===== config.mk =====
export PLATFORM = sky130hd
export DESIGN_NAME = seven_seg_display_arbiter
export DESIGN_NICKNAME = d
export VERILOG_FILES = /design/src/rtl/seven_seg_display_arbiter.sv
export SDC_FILE = /design/constraint.sdc
export NUM_CORES = 1
export LEC_CHECK = 0
export BUFFER_PORTS_ARGS = -buffer_cell sky130_fd_sc_hd__buf_2
export CAP_MARGIN = 25
export CORE_ASPECT_RATIO = 1.5
export CORE_MARGIN = 5
export CORE_UTILIZATION = 53
export CTS_CLUSTER_DIAMETER = 50
export DETAILED_ROUTE_END_ITERATION = 6
export GPL_ROUTABILITY_DRIVEN = 0
export PLACE_DENSITY_LB_ADDON = 0.08
export SLEW_MARGIN = 0
export SYNTH_ARGS = -nofsm -noshare
export SYNTH_HDL_FRONTEND = slang
export SYNTH_SLANG_ARGS = --single-unit

===== constraint.sdc =====
create_clock -name clk -period 4.45 [get_ports clk]
set_clock_uncertainty 0.2 [all_clocks]
set_input_delay 0.2225 -clock clk [delete_from_list [all_inputs] [get_ports clk]]
set_output_delay 0.2225 -clock clk [all_outputs]
set_load 0.01 [all_outputs]

===== src/rtl/seven_seg_display_arbiter.sv =====
// seven_seg_display_arbiter
// Two pattern sources share one 4-digit, active-low, multiplexed seven-segment
// display. Ownership is granted by a req/gnt handshake with a round-robin
// tie-break and a minimum hold. Owner switches and frame latching happen only
// at scan-frame boundaries, so a digit never shows a partly updated frame.
// Optional feature macro: SEVEN_SEG_ARB_OWNER_DP_EN lights the digit-0 decimal
// point while requester 1 owns the display.
module seven_seg_display_arbiter #(
    parameter int SCAN_COUNT_MAX = 50000,
    parameter int HOLD_FRAMES    = 16
) (
    input  logic        clk,
    input  logic        reset,
    input  logic        req_0,
    input  logic [31:0] frame_0,
    input  logic        req_1,
    input  logic [31:0] frame_1,
    output logic        gnt_0,
    output logic        gnt_1,
    output logic [3:0]  an,
    output logic [7:0]  seg
);

    localparam int PW = $clog2(SCAN_COUNT_MAX);
    localparam int HW = $clog2(HOLD_FRAMES + 1);
    localparam logic [PW-1:0] PRESC_LAST = PW'(SCAN_COUNT_MAX - 1);
    localparam logic [HW-1:0] HOLD_MAX   = HW'(HOLD_FRAMES);
    // hold_cnt + 1 >= HOLD_FRAMES is the same as hold_cnt >= HOLD_FRAMES - 1
    localparam logic [HW-1:0] HOLD_LAST  = HW'(HOLD_FRAMES - 1);

    typedef enum logic [1:0] {
        IDLE  = 2'd0,
        OWN_0 = 2'd1,
        OWN_1 = 2'd2
    } state_t;

    state_t         state_q, state_d;
    logic [PW-1:0]  presc_q, presc_d;
    logic [1:0]     digit_q, digit_d;
    logic [HW-1:0]  hold_cnt_q, hold_cnt_d;
    logic [31:0]    shadow_q, shadow_d;
    logic           last_owner_q, last_owner_d;
    logic           gnt_0_q, gnt_0_d;
    logic           gnt_1_q, gnt_1_d;

    logic           tick;
    logic           boundary;
    logic           new_grant;

    assign tick     = (presc_q == PRESC_LAST);
    assign boundary = tick && (digit_q == 2'd3);

    // Scan timing: prescaler wraps every SCAN_COUNT_MAX cycles, digit advances on each wrap
    always_comb begin
        presc_d = tick ? '0 : presc_q + 1'b1;
        digit_d = tick ? digit_q + 2'd1 : digit_q;
    end

    // Arbitration, hold counting and frame latching, all gated by the frame boundary
    always_comb begin
        state_d      = state_q;
        hold_cnt_d   = hold_cnt_q;
        shadow_d     = shadow_q;
        last_owner_d = last_owner_q;
        new_grant    = 1'b0;
        if (boundary) begin
            unique case (state_q)
                IDLE: begin
                    if (req_0 && req_1) begin
                        state_d = last_owner_q ? OWN_0 : OWN_1;
                    end else if (req_0) begin
                        state_d = OWN_0;
                    end else if (req_1) begin
                        state_d = OWN_1;
                    end
                end
                OWN_0: begin
                    if (!req_0) begin
                        state_d = req_1 ? OWN_1 : IDLE;
                    end else if (req_1 && (hold_cnt_q >= HOLD_LAST)) begin
                        state_d = OWN_1;
                    end
                end
                OWN_1: begin
                    if (!req_1) begin
                        state_d = req_0 ? OWN_0 : IDLE;
                    end else if (req_0 && (hold_cnt_q >= HOLD_LAST)) begin
                        state_d = OWN_0;
                    end
                end
                default: state_d = IDLE;
            endcase

            new_grant = (state_d != state_q) && (state_d != IDLE);
            if (new_grant) begin
                hold_cnt_d   = '0;
                last_owner_d = (state_d == OWN_1);
            end else if ((state_d != IDLE) && (hold_cnt_q != HOLD_MAX)) begin
                hold_cnt_d = hold_cnt_q + 1'b1;
            end

            // Latch the frame of whoever owns the display for the coming frame
            unique case (state_d)
                OWN_0:   shadow_d = frame_0;
                OWN_1:   shadow_d = frame_1;
                default: shadow_d = 32'hFFFF_FFFF;
            endcase
        end
        gnt_0_d = (state_d == OWN_0);
        gnt_1_d = (state_d == OWN_1);
    end

    // State registers with synchronous reset
    always_ff @(posedge clk) begin
        if (reset) begin
            state_q      <= IDLE;
            presc_q      <= '0;
            digit_q      <= 2'd0;
            hold_cnt_q   <= '0;
            shadow_q     <= 32'hFFFF_FFFF;
            last_owner_q <= 1'b1;
            gnt_0_q      <= 1'b0;
            gnt_1_q      <= 1'b0;
        end else begin
            state_q      <= state_d;
            presc_q      <= presc_d;
            digit_q      <= digit_d;
            hold_cnt_q   <= hold_cnt_d;
            shadow_q     <= shadow_d;
            last_owner_q <= last_owner_d;
            gnt_0_q      <= gnt_0_d;
            gnt_1_q      <= gnt_1_d;
        end
    end

    assign gnt_0 = gnt_0_q;
    assign gnt_1 = gnt_1_q;

    // Display drive decoded only from registered state, digit and shadow frame
    always_comb begin
        an  = 4'hF;
        seg = 8'hFF;
        if (state_q != IDLE) begin
            an[digit_q] = 1'b0;
            seg         = shadow_q[{digit_q, 3'b000} +: 8];
`ifdef SEVEN_SEG_ARB_OWNER_DP_EN
            // Lit dp on digit 0 marks requester 1 as the current owner
            if ((state_q == OWN_1) && (digit_q == 2'd0)) begin
                seg[7] = 1'b0;
            end
`endif
        end
    end

endmodule


Word-level counts from Yosys, hierarchy flattened --
Index checks and enable logic that the tools add are counted.
Cells by class: $lt $le $gt $ge 3, equality and inequality tests 10, add/sub/neg operators 3, multiplexer cells 20, reductions and logical operators 14, bitwise gates (word level) 1, shifts and indexed selects 1
Operators with widths (count):
- one-hot mux 32 bit (2 select lines) | 1
- indexed part select 32 x 6 -> 8 bit | 1
- 2-to-1 mux 2 bit | 11
- adder 16 x 1 -> 16 bit, second input constant | 1
- equality test 16 bit, second input constant | 1
- 2-to-1 mux 5 bit | 2
- equality test 2 bit, second input constant | 4
- 2-to-1 mux 8 bit | 1
- logical AND 1 bit | 7
- equality test 2 x 1 -> 1 bit, second input constant | 3
- one-hot mux 2 bit (3 select lines) | 1
- nonzero test 2 bit | 3
- adder 5 x 1 -> 5 bit, second input constant | 1
- greater-or-equal comparator 5 x 4 -> 1 bit, second input constant | 1
- != test 5 bit, second input constant | 1
- 2-to-1 mux 4 bit | 1
- inverter 4 bit | 1
- AND reduction 2 bit | 2
- less-than comparator 2 x 3 -> 1 bit, second input constant | 1
- adder 2 x 1 -> 2 bit, second input constant | 1
- demux 1 bit (select 2 bit) | 1
- greater-or-equal comparator 2 x 1 -> 1 bit, second input constant | 1
- zero test 2 bit | 1
- 2-to-1 mux 1 bit | 2
- other kinds (2) | 2
Word-level totals: register bits 60, output and inout bits 14

Longest topological paths before layout --
Gate-level depths: netlist of the first run.
depth in word-level cells 10, mapped depth 14, gate-level depth less buffers 12

Worst setup path before layout of the first run --
OpenSTA, ideal clock, no wires.
path type flip-flop to flip-flop, start point register hold_cnt_q[0], end point register hold_cnt_q[2], slack 1.239 ns, library setup time 0.057 ns, cell stages (with the launch flop) 13, required time 4.193 ns, arrival 2.953 ns, clock period less this slack 3.211 ns, cells stage by stage dfxtp_1 > ha_1 > and3_1 > ha_1 > nor2_1 > nand2_1 > a22o_1 > a221oi_1 > inv_1 > ha_1 > or4_1 > nor4b_1 > a21o_1
On the way: cells in the longest elaborated chain, start to end 10, elaborated cells between the ends (all ways) 19
Ends and longest elaborated chain:
- start, declared | RTL line 40 | logic [HW-1:0] hold_cnt_q, hold_cnt_d;
- start signal, assigned | RTL line 128 | hold_cnt_q <= hold_cnt_d;
- greater-or-equal comparator 5 x 4 -> 1 bit | RTL line 80, 87
- logical AND 1 bit, on equally long branches | RTL line 87, 80
- 2-to-1 mux 2 bit, on equally long branches | RTL line 87, 80
- 2-to-1 mux 2 bit, on equally long branches | RTL line 85, 78
- one-hot mux 2 bit (3 select lines) | RTL line 67 | unique case (state_q)
- 2-to-1 mux 2 bit | RTL line 66 | if (boundary) begin
- != test 2 bit / nonzero test 2 bit (equally long branches) | RTL line 94, 98
- logical AND 1 bit, on equally long branches | RTL line 94, 98
- nonzero test 2 bit (no source line)
- AND reduction 2 bit (no source line)
Parallel ways exist; a longest one is shown, timed or not. The select of a mux whose other input is x is not followed. A chain may end at the register's enable or synchronous reset.

Worst setup path in the final report of the first run --
start point register hold_cnt_q[0], end point register shadow_q[20]
On the way: cells in the longest elaborated chain, start to end 8, elaborated cells between the ends (all ways) 12
Ends and longest elaborated chain:
- greater-or-equal comparator 5 x 4 -> 1 bit * | RTL line 80, 87
- logical AND 1 bit, on equally long branches | RTL line 87, 80
- 2-to-1 mux 2 bit, on equally long branches | RTL line 87, 80
- 2-to-1 mux 2 bit, on equally long branches | RTL line 85, 78
- one-hot mux 2 bit (3 select lines) * | RTL line 67
- 2-to-1 mux 2 bit * | RTL line 66
- equality test 2 bit / equality test 2 x 1 -> 1 bit (equally long branches) | RTL line 103 | unique case (state_d)
- one-hot mux 32 bit (2 select lines) * | RTL line 103
- end signal, assigned | RTL line 129 | shadow_q <= shadow_d;
- end, declared | RTL line 41 | logic [31:0] shadow_q, shadow_d;
Every way passes the cells marked *; elsewhere a longest branch is shown, timed or not. The select of a mux whose other input is x is not followed.

==> impl_metrics.env, run 1 <==
export IMPL_core_area_mm2=0.005828
export IMPL_dpl_hpwl_mm=5.267
export IMPL_antenna_found_initial=0
export IMPL_fp_row_count=34
export IMPL_syn_area_per_cell_um2=9.102
export IMPL_clock_root_buffer="clkbuf_8"
export IMPL_maxSlewViolCount=0
export IMPL_ir_drop_mv=0.2186
export IMPL_r2r_end="shadow_q[20]$_SDFFE_PP1P_"
export IMPL_required_ns=4.46
export IMPL_viasPerCell=5.791
export IMPL_area_delta_synth_final_pct=19.05
export IMPL_clk_pin_slew_ns=0.06
export IMPL_cts_setup_buffers=0
export IMPL_drtPass1Iterations=4
export IMPL_die_w_um=73.30
export IMPL_fp_dieArea_mm2=0.007693
export IMPL_drv_cap=0
export IMPL_rsz0062_at_grt="false"
export IMPL_overflow=0
export IMPL_placement_io_buffers=81
export IMPL_grt_pass1_wl_mm=12.42
export IMPL_vias=2855
export IMPL_syn_area_mm2=0.003186
export IMPL_crit_path_end_kind="flip-flop"
export IMPL_critPathLaunchType="flip-flop"
export IMPL_synth_edf_count=0
export IMPL_grt_max_degree=65
export IMPL_wl_per_cell_um=15.28
export IMPL_nets=496
export IMPL_timing_final_hold_violations=0
export IMPL_leakagePower_uw=0.001452
export IMPL_ctsResizeCount=0
export IMPL_reg2reg_depth=12
export IMPL_synth_common_cells="dfxtp_1 (60), nor2_1 (60), a221oi_1 (33)"
export IMPL_synth_ff_latch_count=60
export IMPL_routed_wl_mm=7.531
export IMPL_period_share_pct=84.22
export IMPL_synthTopCellsByArea="dfxtp_1 (38%), a221oi_1 (9.1%), a211o_1 (8.8%), nor2_1 (7.1%), mux4_2 (5.7%)"
export IMPL_ys_warn_count=0
export IMPL_postRouteAntennaNets=0
export IMPL_groute_usage_overall_pct=20.03
export IMPL_maxSlewHeadroom_pct=36.58
export IMPL_path_max_fanout=32
export IMPL_hold_class="primary input to flip-flop"
export IMPL_synth_cells=350
export IMPL_cp_arrival_ns=3.76
export IMPL_tns_ns=0
export IMPL_finalPower_uw=1064
export IMPL_setup_worst_path_class="flip-flop to flip-flop"
export IMPL_fin_crit_ns=3.748
export IMPL_synth_seq_area_share_pct=37.71
export IMPL_status="complete, no violations"
export IMPL_diodes=0
export IMPL_ys_flop_type="dfxtp_1"
export IMPL_cts_sinks=60
export IMPL_reg2reg_slack_ns=0.70
export IMPL_drc=0
export IMPL_cts_hold_buf=0
export IMPL_startpoint="hold_cnt_q[0]$_SDFFE_PP0P_"
export IMPL_fmax_mhz=266.8
export IMPL_cts_tree="built"
export IMPL_cts_max_level=3
export IMPL_clock_path_buffers=2
export IMPL_pwr_density_cell_mw_per_mm2=280.6
export IMPL_worstSkewPairLatency_ns=0.33
export IMPL_synth_top_area_share_pct=37.71
export IMPL_critPathCapture="shadow_q[20]$_SDFFE_PP1P_"
export IMPL_yosysTopAreaCell="dfxtp_1"
export IMPL_numCtsBuffers=9
export IMPL_initial_core_util_pct=54.66
export IMPL_rr_startpoint="hold_cnt_q[0]$_SDFFE_PP0P_"
export IMPL_drt_first_iter_violations=156
export IMPL_drive_gt1_share_pct=28.98
export IMPL_die_h_um=105.0
export IMPL_synth_async_reset_ratio_pct=0
export IMPL_boundaryPins=82
export IMPL_setup_violations_final=0
export IMPL_yosysUniqueCellTypes=47
export IMPL_syn_nets=429
export IMPL_grt_pass1_vias=2704
export IMPL_worstMarginPinSlew_ns=0.9513
[critical path, stage by stage (launching register included)]
cell      delay [ns]
dfxtp_1         0.35
ha_1            0.23
and3_1          0.19
ha_1            0.17
nor2_1          0.12
nand2_1         0.14
a22o_1          0.26
a221oi_1        0.42
inv_1           0.12
ha_1            0.66
a221oi_1        0.43
nor2_1          0.07
a211o_1         0.27
[flip-flops by register name, indices dropped and copies added (netlist names)]
register      flops
state_q           2
gnt_0             1
hold_cnt_q        5
digit_q           2
presc_q          16
shadow_q         32
gnt_1             1
last_owner_q      1
[cell usage in the layout, fill, tap and decap left out, types with 2 or more instances in the layout]
| master | synthesis | final |
|---|---|---|
| buf_2 | 1 | 81 |
| nor2_1 | 60 | 60 |
| dfxtp_1 | 60 | 60 |
| a221oi_1 | 33 | 33 |
| a211o_1 | 32 | 32 |
| nand2_1 | 14 | 14 |
| inv_1 | 11 | 11 |
| or2_2 | 11 | 11 |
| ha_1 | 11 | 11 |
| clkbuf_8 | 0 | 11 |
| xor2_1 | 10 | 10 |
| mux4_2 | 8 | 8 |
| nand3_1 | 9 | 8 |
| o21ai_0 | 6 | 6 |
| a21oi_1 | 5 | 5 |
| xnor2_1 | 5 | 5 |
| nand4_1 | 4 | 4 |
| nor4b_1 | 4 | 4 |
| nor3_1 | 4 | 4 |
| a22o_1 | 3 | 3 |
| and3_1 | 3 | 3 |
| a211oi_1 | 2 | 2 |
| nor2b_1 | 2 | 2 |
| o22ai_1 | 2 | 2 |
| nor4_1 | 2 | 2 |
| clkbuf_1 | 23 | 2 |
| clkinv_2 | 0 | 2 |
| buf_4 | 0 | 2 |
[layer usage]
layer | wire (µm) | track usage, % | up-vias
li1 | - | - | 1439
met1 | 3294 | 25.38 | 1325
met2 | 3604 | 32.33 | 76
met3 | 442 | 3.458 | 15
met4 | 189 | 9.715 | 0
met5 | 0 | 0 | -
[where the power goes]
part	internal [µW]	switching (µW)
sequential	539	2.04
clock	228	193
combinational	48.6	52.9
total	816	248
[kinds of logic after synthesis]
logic type	share of synthesized area (%)
simple gates	19.17
compound gates	23.37
flops	37.71
buf+inv	4.988
xor+xnor	4.124
fa+ha+maj	4.320
mux	6.324
[per-stage QoR]
stage | hold WS (ns) | utilization (%) | std cells | worst slack (ns) | instance area, µm²
final | 0.03659 | 65.07 | 493 | 0.7024 | 3792
after global routing | 0.05041 | 65.07 | 493 | 0.3777 | 3792
after CTS | 0.02823 | 64.64 | 492 | 0.6740 | 3767
after detailed placement | 0.2454 | 61.74 | 477 | 0.6856 | 3598
after global placement | 0.2394 | 61.49 | 476 | 0.8258 | 3583
after floorplan | 0.2262 | - | 350 | 1.239 | 3186
[worst min path at each step]
| stage | start | to | slack [ns] | cells after the start |
|---|---|---|---|---|
| final | frame_0[7] | shadow_q[7]$_SDFFE_PP1P_ | 0.04 | 4 |
| after global routing | frame_0[1] | shadow_q[1]$_SDFFE_PP1P_ | 0.05 | 4 |
| after CTS | frame_0[7] | shadow_q[7]$_SDFFE_PP1P_ | 0.03 | 4 |
| after detailed placement | shadow_q[30]$_SDFFE_PP1P_ | shadow_q[30]$_SDFFE_PP1P_ | 0.25 | 1 |
| after global placement | shadow_q[9]$_SDFFE_PP1P_ | shadow_q[9]$_SDFFE_PP1P_ | 0.24 | 1 |
| after floorplan | presc_q[0]$_SDFF_PP0_ | presc_q[0]$_SDFF_PP0_ | 0.23 | 1 |
[area by class of cell]
| cell class | count | area, µm² |
|---|---|---|
| sequential | 60 | 1201 |
| tap | 72 | 90.09 |
| multi-input combinational | 250 | 1831 |
| clock buffer | 13 | 158.9 |
| timing repair buffer | 85 | 460.4 |
| clock inverter | 2 | 10.01 |
| inverter | 11 | 41.29 |
| fill | 517 | 2036 |
(Power assumes the default switching activity.)
==> run 2, diff against run 1 <==
Clock period 4.45 ns to 3.7 ns, I/O delays scaled along.
==> impl_metrics.env, run 2 (same netlist as run 1, synthesis figures left out) <==
export IMPL_status="finished, violations left"
export IMPL_violations="negative hold slack"
export IMPL_largest_reg_flops=32
export IMPL_hold_end="shadow_q[10]$_SDFFE_PP1P_"
export IMPL_crit_path_end_kind="flip-flop"
export IMPL_tns_ns=0
export IMPL_core_area_mm2=0.005828
export IMPL_numCtsBuffers=9
export IMPL_diodes=0
export IMPL_nets=516
export IMPL_hold_ws_ns=-0.0003940
export IMPL_pwr_density_cell_mw_per_mm2=326.5
export IMPL_fin_cells=513
export IMPL_rr_startpoint="hold_cnt_q[0]$_SDFFE_PP0P_"
export IMPL_boundaryPins=82
export IMPL_period_share_pct=92.80
export IMPL_holdPathStages=4
export IMPL_r2r_end="hold_cnt_q[2]$_SDFFE_PP0P_"
export IMPL_crit_buf_inv=1
export IMPL_worstSkewPairLatency_ns=0.34
export IMPL_groute_usage_overall_pct=21.18
export IMPL_overflow=0
export IMPL_setup_violations_final=0
export IMPL_dp_cells=480
export IMPL_grt_pass1_vias=2778
export IMPL_wl_per_cell_um=15.58
export IMPL_leakagePower_uw=0.001531
export IMPL_maxSlewViolCount=0
export IMPL_die_h_um=105.0
export IMPL_die_w_um=73.30
export IMPL_hold_class="primary input to flip-flop"
export IMPL_drc=0
export IMPL_drtPass1Iterations=5
export IMPL_clock_root_buffer="clkbuf_8"
export IMPL_path_cells="ha_1 -> and3_1 -> ha_1 -> nor2_1 -> nand2_1 -> a22o_1 -> a221oi_2 -> inv_1 -> ha_1 -> or4_1 -> nor4b_1 -> a21o_1"
export IMPL_routed_wl_mm=7.994
export IMPL_ir_drop_mv=0.2973
export IMPL_path_max_fanout=5
export IMPL_postRouteAntennaNets=0
export IMPL_cp_common_cell="ha_1"
export IMPL_antenna_found_initial=0
export IMPL_drt_first_iter_violations=179
export IMPL_fp_dieArea_mm2=0.007693
export IMPL_dpl_hpwl_mm=5.356
export IMPL_initial_core_util_pct=54.66
export IMPL_final_cell_mix="buf_2 (81), nor2_1 (60), dfxtp_1 (60), a221oi_1 (32), a211o_1 (32)"
export IMPL_min_delay_start="frame_0[10]"
export IMPL_utilization_pct=68.21
export IMPL_area_delta_synth_final_pct=24.78
export IMPL_regMostFlops="shadow_q"
export IMPL_reg_top3="shadow_q x32, presc_q x16, hold_cnt_q x5"
export IMPL_critPathLaunchType="flip-flop"
export IMPL_finalPower_uw=1298
export IMPL_drv_cap=0
export IMPL_viasPerCell=5.725
export IMPL_layout_commonest_cell="buf_2"
export IMPL_grt_pass1_wl_mm=12.94
export IMPL_reg2reg_depth=12
export IMPL_fmax_mhz=291.2
export IMPL_reg2reg_slack_ns=0.27
export IMPL_cts_max_level=3
export IMPL_vias=2937
export IMPL_cts_tree="built"
export IMPL_maxSlewHeadroom_pct=39.79
export IMPL_slowest_delay_ns=0.58
export IMPL_required_ns=3.79
export IMPL_cp_arrival_ns=3.52
export IMPL_clk_pin_slew_ns=0.06
export IMPL_setup_worst_path_class="flip-flop to flip-flop"
export IMPL_cts_sinks=60
export IMPL_grt_max_degree=65
export IMPL_cpMaxStageDelayCell="or4_1"
export IMPL_timing_final_hold_violations=1
export IMPL_fin_crit_ns=3.434
export IMPL_drive_gt1_share_pct=28.57
export IMPL_crit_family="simple AND/OR/NAND/NOR gates"
export IMPL_worstMarginPinSlew_ns=0.9031
export IMPL_clock_path_buffers=2
export IMPL_fp_row_count=34
export IMPL_placement_io_buffers=81
run 2: cell type report:
type	instances	area (µm²)
clock buffers	13	158.9
fillers	480	1853
inverters	11	41.29
well taps	72	90.09
multi-input cells	250	1843
flip-flops and latches	60	1201
clock inverters	2	10.01
repair buffers	105	630.6
run 2: power by group:
part	total [µW]	switching, µW	internal [µW]
Combinational	135	66.8	68.0
Clock	512	238	274
Sequential	651	2.68	649
Total	1300	307	991
run 2: per-layer routing:
| metal | wire (µm) | track usage [%] | part of all wire (%) | vias to the layer above |
|---|---|---|---|---|
| met3 | 417 | 3.458 | 5.2 | 12 |
| met4 | 144 | 8.420 | 1.8 | 0 |
| met5 | 0 | 0 | 0 | - |
| met1 | 3386 | 26.43 | 42 | 1366 |
| met2 | 4045 | 35.66 | 51 | 81 |
| li1 | - | - | - | 1478 |
run 2: metrics by stage:
stage                     hold WS, ns  area, µm²  setup slack, ns
after global routing          0.01631       3975         -0.01647
after detailed placement       0.2456       3613           0.2573
final                      -0.0003940       3975           0.2664
after CTS                  0.00001898       3963           0.1940
after global placement         0.2377       3613           0.3101
after floorplan                0.2262       3186           0.4893
run 2: how the worst max path moves through the flow:
stage	startpoint	end	slack, ns	cells past startpoint
after floorplan	hold_cnt_q[0]$_SDFFE_PP0P_	hold_cnt_q[2]$_SDFFE_PP0P_	0.49	12
after global placement	hold_cnt_q[0]$_SDFFE_PP0P_	hold_cnt_q[2]$_SDFFE_PP0P_	0.31	12
after detailed placement	hold_cnt_q[0]$_SDFFE_PP0P_	hold_cnt_q[2]$_SDFFE_PP0P_	0.26	12
after CTS	hold_cnt_q[0]$_SDFFE_PP0P_	hold_cnt_q[2]$_SDFFE_PP0P_	0.19	12
after global routing	hold_cnt_q[0]$_SDFFE_PP0P_	hold_cnt_q[2]$_SDFFE_PP0P_	-0.02	12
final	hold_cnt_q[0]$_SDFFE_PP0P_	hold_cnt_q[2]$_SDFFE_PP0P_	0.27	12
run 2: worst min-delay path: stages:
cell and delay, ns:
buf_2 0.08, a221oi_1 0.06, nor2_1 0.09, a211o_1 0.10
run 2: repair_timing:
item / CTS / global route
endpoints found under the setup margin: 0 / 11
buffers inserted: 0 / 0
hold buffers: 18 / 0
resized for setup: 0 / 2
hold endpoints to repair: 15 / 0
